[src/rtl/prog_loader.sv]
// Program loader: streams words into instruction memory, then runs the core.
// Optional macro PROG_LOADER_CHECKSUM_EN enables the XOR checksum register.
module prog_loader #(
    parameter int ADDR_W = 12,
    parameter int INST_W = 9,
    parameter int CYC_W  = 16
) (
    input  logic              clk,
    input  logic              reset,
    input  logic              start,
    input  logic [ADDR_W-1:0] len,
    input  logic              in_valid,
    input  logic [INST_W-1:0] in_data,
    output logic              in_ready,
    output logic              imem_we,
    output logic [ADDR_W-1:0] imem_addr,
    output logic [INST_W-1:0] imem_wdata,
    output logic              core_reset,
    input  logic              core_done,
    output logic              busy,
    output logic              finished,
    output logic [CYC_W-1:0]  cycles,
    output logic [INST_W-1:0] checksum
);

    typedef enum logic [2:0] {
        S_IDLE,
        S_LOAD,
        S_RELEASE,
        S_RUN,
        S_DONE
    } state_e;

    localparam logic [ADDR_W-1:0] ONE_A = ADDR_W'(1);
    localparam logic [CYC_W-1:0]  ONE_C = CYC_W'(1);

    state_e            state_q, state_d;
    logic [ADDR_W-1:0] cnt_q, cnt_d;
    logic [ADDR_W-1:0] len_q, len_d;
    logic [CYC_W-1:0]  cyc_q, cyc_d;
    logic              accept;
    logic              new_sess;

    // State, word counter, latched length and run-cycle counter
    always_ff @(posedge clk) begin
        if (!reset) begin
            state_q <= S_IDLE;
            cnt_q   <= '0;
            len_q   <= '0;
            cyc_q   <= '0;
        end else begin
            state_q <= state_d;
            cnt_q   <= cnt_d;
            len_q   <= len_d;
            cyc_q   <= cyc_d;
        end
    end

    // Next-state logic and handshake decode
    always_comb begin
        state_d  = state_q;
        cnt_d    = cnt_q;
        len_d    = len_q;
        cyc_d    = cyc_q;
        accept   = 1'b0;
        new_sess = 1'b0;
        in_ready = 1'b0;
        unique case (state_q)
            S_IDLE, S_DONE: begin
                if (start) begin
                    new_sess = 1'b1;
                    len_d    = len;
                    cnt_d    = '0;
                    cyc_d    = '0;
                    state_d  = (len != '0) ? S_LOAD : S_RELEASE;
                end
            end
            S_LOAD: begin
                in_ready = 1'b1;
                if (in_valid) begin
                    accept = 1'b1;
                    // Last word holds the counter so it never passes len-1
                    if (cnt_q == len_q - ONE_A) begin
                        state_d = S_RELEASE;
                    end else begin
                        cnt_d = cnt_q + ONE_A;
                    end
                end
            end
            S_RELEASE: begin
                state_d = S_RUN;
            end
            S_RUN: begin
                if (core_done) begin
                    state_d = S_DONE;
                end else if (cyc_q != '1) begin
                    cyc_d = cyc_q + ONE_C;
                end
            end
            default: begin
                state_d = S_IDLE;
            end
        endcase
    end

`ifdef PROG_LOADER_CHECKSUM_EN
    logic [INST_W-1:0] cks_q;

    // Running XOR of accepted words, cleared when a session starts
    always_ff @(posedge clk) begin
        if (!reset) begin
            cks_q <= '0;
        end else if (new_sess) begin
            cks_q <= '0;
        end else if (accept) begin
            cks_q <= cks_q ^ in_data;
        end
    end

    assign checksum = cks_q;
`else
    logic unused_sess;

    assign unused_sess = new_sess;
    assign checksum    = '0;
`endif

    assign imem_we    = accept;
    assign imem_addr  = accept ? cnt_q : '0;
    assign imem_wdata = accept ? in_data : '0;
    assign core_reset = (state_q != S_RUN);
    assign busy       = (state_q == S_LOAD) || (state_q == S_RELEASE)
                     || (state_q == S_RUN);
    assign finished   = (state_q == S_DONE);
    assign cycles     = cyc_q;

endmodule

[config.mk]
export PLATFORM = sky130hd
export DESIGN_NAME = prog_loader
export DESIGN_NICKNAME = d
export VERILOG_FILES = /design/src/rtl/prog_loader.sv
export SDC_FILE = /design/constraint.sdc
export NUM_CORES = 1
export LEC_CHECK = 0
export CAP_MARGIN = 40
export CORE_UTILIZATION = 44
export CTS_BUF_LIST = sky130_fd_sc_hd__clkbuf_8
export DETAILED_ROUTE_END_ITERATION = 8
export PLACE_DENSITY = 0.78
export SLEW_MARGIN = 10
export SYNTH_ARGS = -nofsm -noshare
export SYNTH_HDL_FRONTEND = slang
export SYNTH_SLANG_ARGS = --single-unit
[constraint.sdc]
create_clock -name clk -period 2.68 [get_ports clk]
set_clock_uncertainty 0.2 [all_clocks]
set_input_delay 0.402 -clock clk [delete_from_list [all_inputs] [get_ports clk]]
set_output_delay 0.402 -clock clk [all_outputs]
set_load 0.01 [all_outputs]
==> results of run 1 <==
[routing by layer]
layer	share of wire [%]	GRT usage, %
met3	5.5	3.908
met2	49	37.50
met4	0.83	5.636
met5	0	0
met1	44	27.87
[layout make-up]
type | instances | area, sq um | area share, %
Timing Repair Buffer | 90 | 893.4 | 24.37
Multi-Input combinational cell | 256 | 1682 | 45.87
Clock buffer | 5 | 68.82 | 1.877
Sequential cell | 43 | 865.8 | 23.62
Tap cell | 72 | 90.09 | 2.457
Clock inverter | 3 | 25.02 | 0.6826
Inverter | 11 | 41.29 | 1.126
[power by group]
part,total (mW),internal (mW),leakage [nW],switching (mW)
Combinational,0.498,0.252,0.967,0.246
Sequential,0.698,0.662,0.350,0.0359
Clock,0.436,0.187,0.0443,0.250
Total,1.63,1.10,1.36,0.531
[path summary, 6_finish.rpt]
path                                         endpoint  slack (ns)
worst max-delay path            cnt_q[8]$_SDFFE_PN0P_        0.08
worst max register to register  cnt_q[8]$_SDFFE_PN0P_        0.08
worst min-delay path            len_q[9]$_SDFFE_PN0P_        0.31
worst min register to register  len_q[9]$_SDFFE_PN0P_        0.31
[per-stage QoR]
stage	hold slack (ns)	util [%]
after floorplan	0.2553	-
after global placement	0.2657	60.78
after detailed placement	0.2714	60.78
after CTS	0.2832	62.49
after global routing	0.3344	65.37
final	0.3069	65.37
[cell families (layout without fill, tap and decap cells)]
| kind of cell | after synthesis | after routing | share of synthesized area, % |
|---|---|---|---|
| compound gates | 58 | 58 | 15.00 |
| xor+xnor | 29 | 29 | 9.699 |
| fa+ha+maj | 4 | 4 | 1.816 |
| buf+inv | 40 | 109 | 7.740 |
| flops | 43 | 43 | 32.87 |
| mux | 1 | 1 | 0.3822 |
| other cells | 1 | 9 | 0.1432 |
| simple gates | 155 | 155 | 32.35 |
[timing repair]
item / CTS / global route
setup buffers: 0 / 2
resized for setup: 1 / 25
cloned: 0 / 2
pin swaps: 0 / 8
endpoints found under the setup margin: 13 / 36
[state kept, by name, summed over array words and instances (netlist names)]
signal   cells
cnt_q       12
cycles      16
len_q       12
state_q      3
[placed cells by master, fill, tap and decap left out, types with 9 or more instances in the layout]
cell type and instances:
conb_1 9, nand4_1 10, dfxtp_1 39, clkdlybuf4s50_1 67
nor2_1 24, xnor2_1 12, nand3_1 14, and3_1 26
xor2_1 16, inv_1 9, a21oi_1 11, buf_4 18
nand2_1 38, a21boi_0 13
[worst reg2reg max path, stage by stage (launching register included)]
cell     delay (ns)
dfxtp_2        0.33
inv_2          0.06
ha_4           0.13
nor2b_4        0.23
and3_1         0.23
mux2i_1        0.20
a32oi_1        0.11
nand4_4        0.14
a21oi_4        0.09
buf_12         0.15
or4_4          0.52
a21oi_2        0.15
==> impl_metrics.toml, run 1 <==
[run_status]
status = "completed"

[worst_setup_path]
worstPathArrival_ns = 2.64
path_cells = "inv_2, ha_4, nor2b_4, and3_1, mux2i_1, a32oi_1, nand4_4, a21oi_4, buf_12, or4_4, a21oi_2"
cp.buffers_inverters = 2
criticalPathCategory = "reg2reg"
cpMaxStageDelayCell = "or4_4"
worstRegToRegCells = 11
crit_fanout = 11
endpoint_kind = "flop"
cp-start-kind = "flop"
cp_slowest_stage_delay_ns = 0.52
cp-startpoint = "len_q[0]$_SDFFE_PN0P_"
reg2reg_from = "len_q[0]$_SDFFE_PN0P_"
path_depth = 11
critical_path.top_delay_family = "simple AND/OR/NAND/NOR gates"
crit_required_ns = 2.72

[timing]
slew_viol_final = 0
period_share_pct = 97.08
setup_ws_ns = 0.07823
hold_violations = 0
rsz0062_at_grt = "yes"
timing.fmax_mhz = 384.4
setup_viol = 0
tns_ns = 0
period_needed_ns = 2.602

[cts]
cts_made_buffers = 5
cts_max_path_buffers = 2
clkSlewWorstSetupHoldPaths_ns = 0.08
htreeDepth = 2
clockRootBuffer = "clkbuf_8"
cts.sinks = 43
postCtsHoldBufs = 0
cts_tree = "done"
clk_latency_ns = 0.31

[synth]
synth_cell_type_count = 51
synth_cells = 331
synth_area_leaders = "dfxtp_1 33%, and3_1 6.2%, nand2_1 5.4%, xor2_1 5.4%, xnor2_1 4.3%"
netlist_area_sq_um = 2619
async_reset_ff_share_pct = 0
yosys.area.top_type = "dfxtp_1"
synth_edf_count = 0
synth-main-ff-cell = "dfxtp_1"
ys_ff_latch = 43
post-synth-top-count-cell = "dfxtp_1"
ys_seq_area_share_pct = 32.87
yosys-top-cells-count = "43 x dfxtp_1, 38 x nand2_1, 26 x and3_1"
synth_top_area_share_pct = 32.87
synth_area_per_cell_sq_um = 7.912
yosysWarnings = 0

[route]
initialDrtViolationCount = 186
drc = 0
wl_um = 6903
ant_nets = 0
avgViaCountPerCell = 5.431
via_count = 2607
dr.pass1.iters = 4
wl_per_cell_um = 14.38

[global_route]
grt_usage_pct = 21.80
antenna_found_initial = 0
grt_start_max_net_pins = 25
grt_pass1_vias = 2319
grt.overflow.total = 0
grt_pass1_wl_um = 10830

[placement]
port_buffers = 67
dp.cells = 468
place.gp.congestion = 0.8873
place_area_sq_um = 3408
post-place-ws_ns = -0.1103
dp_hpwl_um = 4966

[floorplanning]
ios = 77
die_w_um = 79.15
rows = 27
core_area_sq_um = 5608
start_util_pct = 46.70
die_h_um = 79.15
die_area_sq_um = 6264

[pwr]
p_leak_nw = 1.361
power_mw = 1.632
powerDensity_nw_per_um2 = 445.3
max-vdd-ir-drop_uv = 321.7

[cells_and_area]
fin_cells = 480
diodes = 0
final_cell_area_sq_um = 3666
area_growth_pct = 39.99
drive_above_1_share_pct = 14.46
final_nets = 436
final.fill_count = 492

[job]
cap_violations = 0

[hold_path]
min_from = "len_q[9]$_SDFFE_PN0P_"
worstHoldPathCells = 2
hold_path_class = "reg2reg"
No activity file was read; power rests on OpenSTA's default activity.
==> run 2, diff against run 1 <==
--- a/config.mk
+++ b/config.mk
@@ -6,10 +6,10 @@
 export NUM_CORES = 1
 export LEC_CHECK = 0
 export CAP_MARGIN = 40
-export CORE_UTILIZATION = 44
+export CORE_UTILIZATION = 53
 export CTS_BUF_LIST = sky130_fd_sc_hd__clkbuf_8
 export DETAILED_ROUTE_END_ITERATION = 8
-export PLACE_DENSITY = 0.78
+export PLACE_DENSITY = 0.88
 export SLEW_MARGIN = 10
 export SYNTH_ARGS = -nofsm -noshare
 export SYNTH_HDL_FRONTEND = slang
==> constraint.sdc (replaced) <==
create_clock -name clk -period 3.2 [get_ports clk]
set_clock_uncertainty 0.2 [all_clocks]
set_input_delay 0.48 -clock clk [delete_from_list [all_inputs] [get_ports clk]]
set_output_delay 0.48 -clock clk [all_outputs]
set_load 0.01 [all_outputs]
==> impl_metrics.toml, run 2 (synthesized netlist as in run 1, its figures left out) <==
[floorplanning]
start_util_pct = 55.44
die_area_sq_um = 5226
rows = 25
ios = 77
die_h_um = 72.29
core_area_sq_um = 4723
die_w_um = 72.29

[timing]
worst_pin_slew_ns = 0.5545
tns_ns = 0
slew_viol_final = 0
timing.fmax_mhz = 338.5
period_needed_ns = 2.954
whs_ns = 0.2860
max-slew-margin-rel_pct = 62.83
rsz0062_at_grt = "no"
hold_violations = 0
setup_ws_ns = 0.2460
setup_viol = 0
period_share_pct = 92.31

[cts]
cts.sinks = 43
cts_made_buffers = 5
cts_max_path_buffers = 2
clockRootBuffer = "clkbuf_8"
cts_tree = "done"
clkSlewWorstSetupHoldPaths_ns = 0.08
clk_latency_ns = 0.30
htreeDepth = 2
post-cts-setup-buffers = 0

[placement]
post-place-ws_ns = 0.1247
place.gp.congestion = 0.9146
dp_hpwl_um = 4609
port_buffers = 67

[worst_setup_path]
worstPathArrival_ns = 2.99
cp.buffers_inverters = 2
cp_slowest_stage_delay_ns = 0.44
cpMaxStageDelayCell = "dfxtp_1"
cp-start-kind = "flop"
crit_fanout = 7
crit_required_ns = 3.24
criticalPathCategory = "reg2reg"
critical_path.top_delay_family = "simple AND/OR/NAND/NOR gates"
path_cells = "inv_1, ha_1, nor2b_2, buf_4, or3_1, a31oi_1, and4_1, nand4_2, o21ai_0, and3_1"
endpoint_kind = "flop"

[route]
wl_per_cell_um = 13.97
initialDrtViolationCount = 159
dr.pass1.iters = 4
ant_nets = 0
wl_um = 6425
via_count = 2537
avgViaCountPerCell = 5.515
drc = 0

[pwr]
p_leak_nw = 1.250
max-vdd-ir-drop_uv = 295.8
powerDensity_nw_per_um2 = 370.8
power_mw = 1.262

[global_route]
use_met3_pct = 4.167
use_met1_pct = 32.99
grt_pass1_wl_um = 10140
grt.overflow.total = 0
busiest_layer = "met2"
grt_pass1_vias = 2159
grt_usage_pct = 24.29
antenna_found_initial = 0
met2_usage_pct = 40.50
grt_start_max_net_pins = 25

[cells_and_area]
final_cell_mix = "67 x clkdlybuf4s50_1, 43 x dfxtp_1, 38 x nand2_1"
largest_reg_flops = 16
diodes = 0
area_growth_pct = 29.96
drive_above_1_share_pct = 6.870
final_common_cell = "clkdlybuf4s50_1"
final_nets = 421

[run_status]
status = "completed"

[hold_path]
hold_path_class = "reg2reg"

[job]
cap_violations = 0
run 2: cell types whose count changed in the layout (fill, tap and decap cells not counted), moves of 3 or more:
cell	delta
inv_1	+3
buf_4	-11
dfxtp_1	+4
dfxtp_2	-4
run 2: stage by stage:
stage / instance area (sq um) / util, % / std cells
2_1_floorplan: 2649 / - / 339
3_3_place_gp: 3299 / 69.85 / 451
3_5_place_dp: 3299 / 69.85 / 451
4_1_cts: 3385 / 71.66 / 459
5_1_grt: 3403 / 72.05 / 460
6_report: 3403 / 72.05 / 460
run 2: path summary, 6_finish.rpt:
check / to / startpoint / slack (ns) / depth (start not counted)
worst max-delay path: state_q[1]$_SDFFE_PN0P_ / len_q[0]$_SDFFE_PN0P_ / 0.25 / 10
worst min-delay path: len_q[11]$_SDFFE_PN0P_ / len_q[11]$_SDFFE_PN0P_ / 0.29 / 2
worst max register to register: state_q[1]$_SDFFE_PN0P_ / len_q[0]$_SDFFE_PN0P_ / 0.25 / 10
worst min register to register: len_q[11]$_SDFFE_PN0P_ / len_q[11]$_SDFFE_PN0P_ / 0.29 / 2
run 2: timing repair:
action,CTS,global route
hold buffers,0,0
setup endpoints to repair,0,12
resized for setup,0,2
run 2: power breakdown:
group | internal, mW | switching (mW) | leakage (nW)
combinational | 0.155 | 0.184 | 0.856
sequential | 0.553 | 0.0297 | 0.349
clock | 0.150 | 0.190 | 0.0453
total | 0.858 | 0.404 | 1.25
run 2: area by class of cell:
cell class,instances,area (sq um)
Sequential cell,43,860.8
Clock buffer,5,68.82
Fill cell,383,1320
Tap cell,67,83.83
Clock inverter,3,16.27
Timing Repair Buffer,74,723.2
Multi-Input combinational cell,257,1609
Inverter,11,41.29
run 2: metal layers:
layer | up-vias | share of wire, % | wire [um]
met5 | - | 0 | 0
met4 | 0 | 0.93 | 60
met3 | 7 | 4.8 | 306
met2 | 78 | 49 | 3142
met1 | 1184 | 45 | 2915
li1 | 1268 | - | -
run 2: worst reg2reg max path, stage by stage (launching register included):
cell and delay [ns]:
dfxtp_1 0.44, inv_1 0.07, ha_1 0.23, nor2b_2 0.21, buf_4 0.16, or3_1 0.33, a31oi_1 0.17, and4_1 0.20
nand4_2 0.23, o21ai_0 0.44, and3_1 0.22
==> run 3, diff against run 2 <==
--- a/config.mk
+++ b/config.mk
@@ -6,6 +6,7 @@
 export NUM_CORES = 1
 export LEC_CHECK = 0
 export CAP_MARGIN = 40
+export CORE_MARGIN = 2
 export CORE_UTILIZATION = 53
 export CTS_BUF_LIST = sky130_fd_sc_hd__clkbuf_8
 export DETAILED_ROUTE_END_ITERATION = 8
==> impl_metrics.toml, run 3 (synthesized netlist as in run 1, its figures left out) <==
[route]
ant_nets = 0
dr.pass1.iters = 4
via_count = 2524
wl_per_cell_um = 13.91
avgViaCountPerCell = 5.511
drc = 0
wl_um = 6369
initialDrtViolationCount = 156

[pwr]
p_leak_nw = 1.242
powerDensity_nw_per_um2 = 368.8
max-vdd-ir-drop_uv = 278.5

[cells_and_area]
largest_reg_flops = 16
final_nets = 419
diodes = 0
fin_cells = 458
area_growth_pct = 29.05
final_common_cell = "clkdlybuf4s50_1"
final_cell_mix = "67 x clkdlybuf4s50_1, 43 x dfxtp_1, 38 x nand2_1"
drive_above_1_share_pct = 6.394
final_cell_area_sq_um = 3379
final_core_util_pct = 71.08

[cts]
post_cts_resized = 0
cts_tree = "done"
clk_latency_ns = 0.29
cts_max_path_buffers = 2
clockRootBuffer = "clkbuf_8"
htreeDepth = 2
clkSlewWorstSetupHoldPaths_ns = 0.08
cts.sinks = 43
postCtsHoldBufs = 0
cts_made_buffers = 5
post-cts-setup-buffers = 0

[global_route]
grt.overflow.total = 0
antenna_found_initial = 0
grt_usage_pct = 23.77
busiest_layer = "met2"
grt_pass1_vias = 2263
grt_pass1_wl_um = 10430
grt_start_max_net_pins = 25
met2_usage_pct = 38.79
use_met3_pct = 4.201
use_met1_pct = 32.50

[floorplanning]
start_util_pct = 55.08
die_area_sq_um = 5519
die_h_um = 74.29
rows = 25
ios = 77
core_area_sq_um = 4755
die_w_um = 74.29

[placement]
dp.cells = 450
place.gp.congestion = 0.8889
port_buffers = 67
dp_hpwl_um = 4780
place_area_sq_um = 3292

[job]
cap_violations = 0

[run_status]
status = "completed"

[worst_setup_path]
crit_required_ns = 3.23
endpoint_kind = "flop"
worstPathArrival_ns = 2.97
reg2reg_from = "len_q[0]$_SDFFE_PN0P_"
crit_fanout = 22
cp-start-kind = "flop"
cp-startpoint = "len_q[0]$_SDFFE_PN0P_"
worstRegToRegCells = 10
criticalPathCategory = "reg2reg"

[timing]
worst_pin_slew_ns = 0.6149
hold_violations = 0
max-slew-margin-rel_pct = 58.78
setup_viol = 0
period_share_pct = 91.94
tns_ns = 0
rsz0062_at_grt = "no"
period_needed_ns = 2.942
slew_viol_final = 0
timing.fmax_mhz = 339.9

[hold_path]
worstHoldPathCells = 2
hold_path_class = "reg2reg"
min_from = "len_q[11]$_SDFFE_PN0P_"
## run 3: routing by layer
layer	share of wire [%]	wire (um)
met1	46	2910
met2	49	3107
met3	4.1	262
met4	1.4	88
met5	0	0
## run 3: path summary, 6_finish.rpt
kind	slack (ns)	end
setup / recovery	0.26	cnt_q[7]$_SDFFE_PN0P_
hold / removal	0.29	len_q[11]$_SDFFE_PN0P_
setup reg to reg	0.26	cnt_q[7]$_SDFFE_PN0P_
hold reg to reg	0.29	len_q[11]$_SDFFE_PN0P_
## run 3: final cells by class
class	count	area, sq um
multi-input cells	256	1593
fillers	392	1375
flip-flops and latches	43	860.8
repair buffers	73	715.7
well taps	67	83.83
clock buffers	5	68.82
inverters	11	41.29
clock inverters	3	16.27
## run 3: power by group
part           total (mW)  switching [mW]  internal [mW]
Clock               0.336           0.187          0.149
Sequential          0.583          0.0294          0.553
Combinational       0.328           0.178          0.150
Total                1.25           0.394          0.853
## run 3: worst max-delay path, stage by stage, from the launching register on
cell,delay (ns)
dfxtp_1,0.37
inv_1,0.08
ha_1,0.19
nor2b_2,0.33
nand4_1,0.15
a2111oi_2,0.37
and4_1,0.24
nand4_2,0.16
a21oi_4,0.46
o21ai_1,0.17
a21oi_1,0.15
## run 3: per-stage QoR
stage | setup WS, ns | power [mW] | hold slack (ns)
floorplan | 0.5700 | 0.8207 | 0.2553
global placement | 0.2417 | 0.9119 | 0.2661
detailed placement | 0.1218 | 0.9163 | 0.2903
CTS | 0.08746 | 1.249 | 0.3012
global route | 0.007760 | 1.310 | 0.3255
finish | 0.2580 | 1.246 | 0.2922
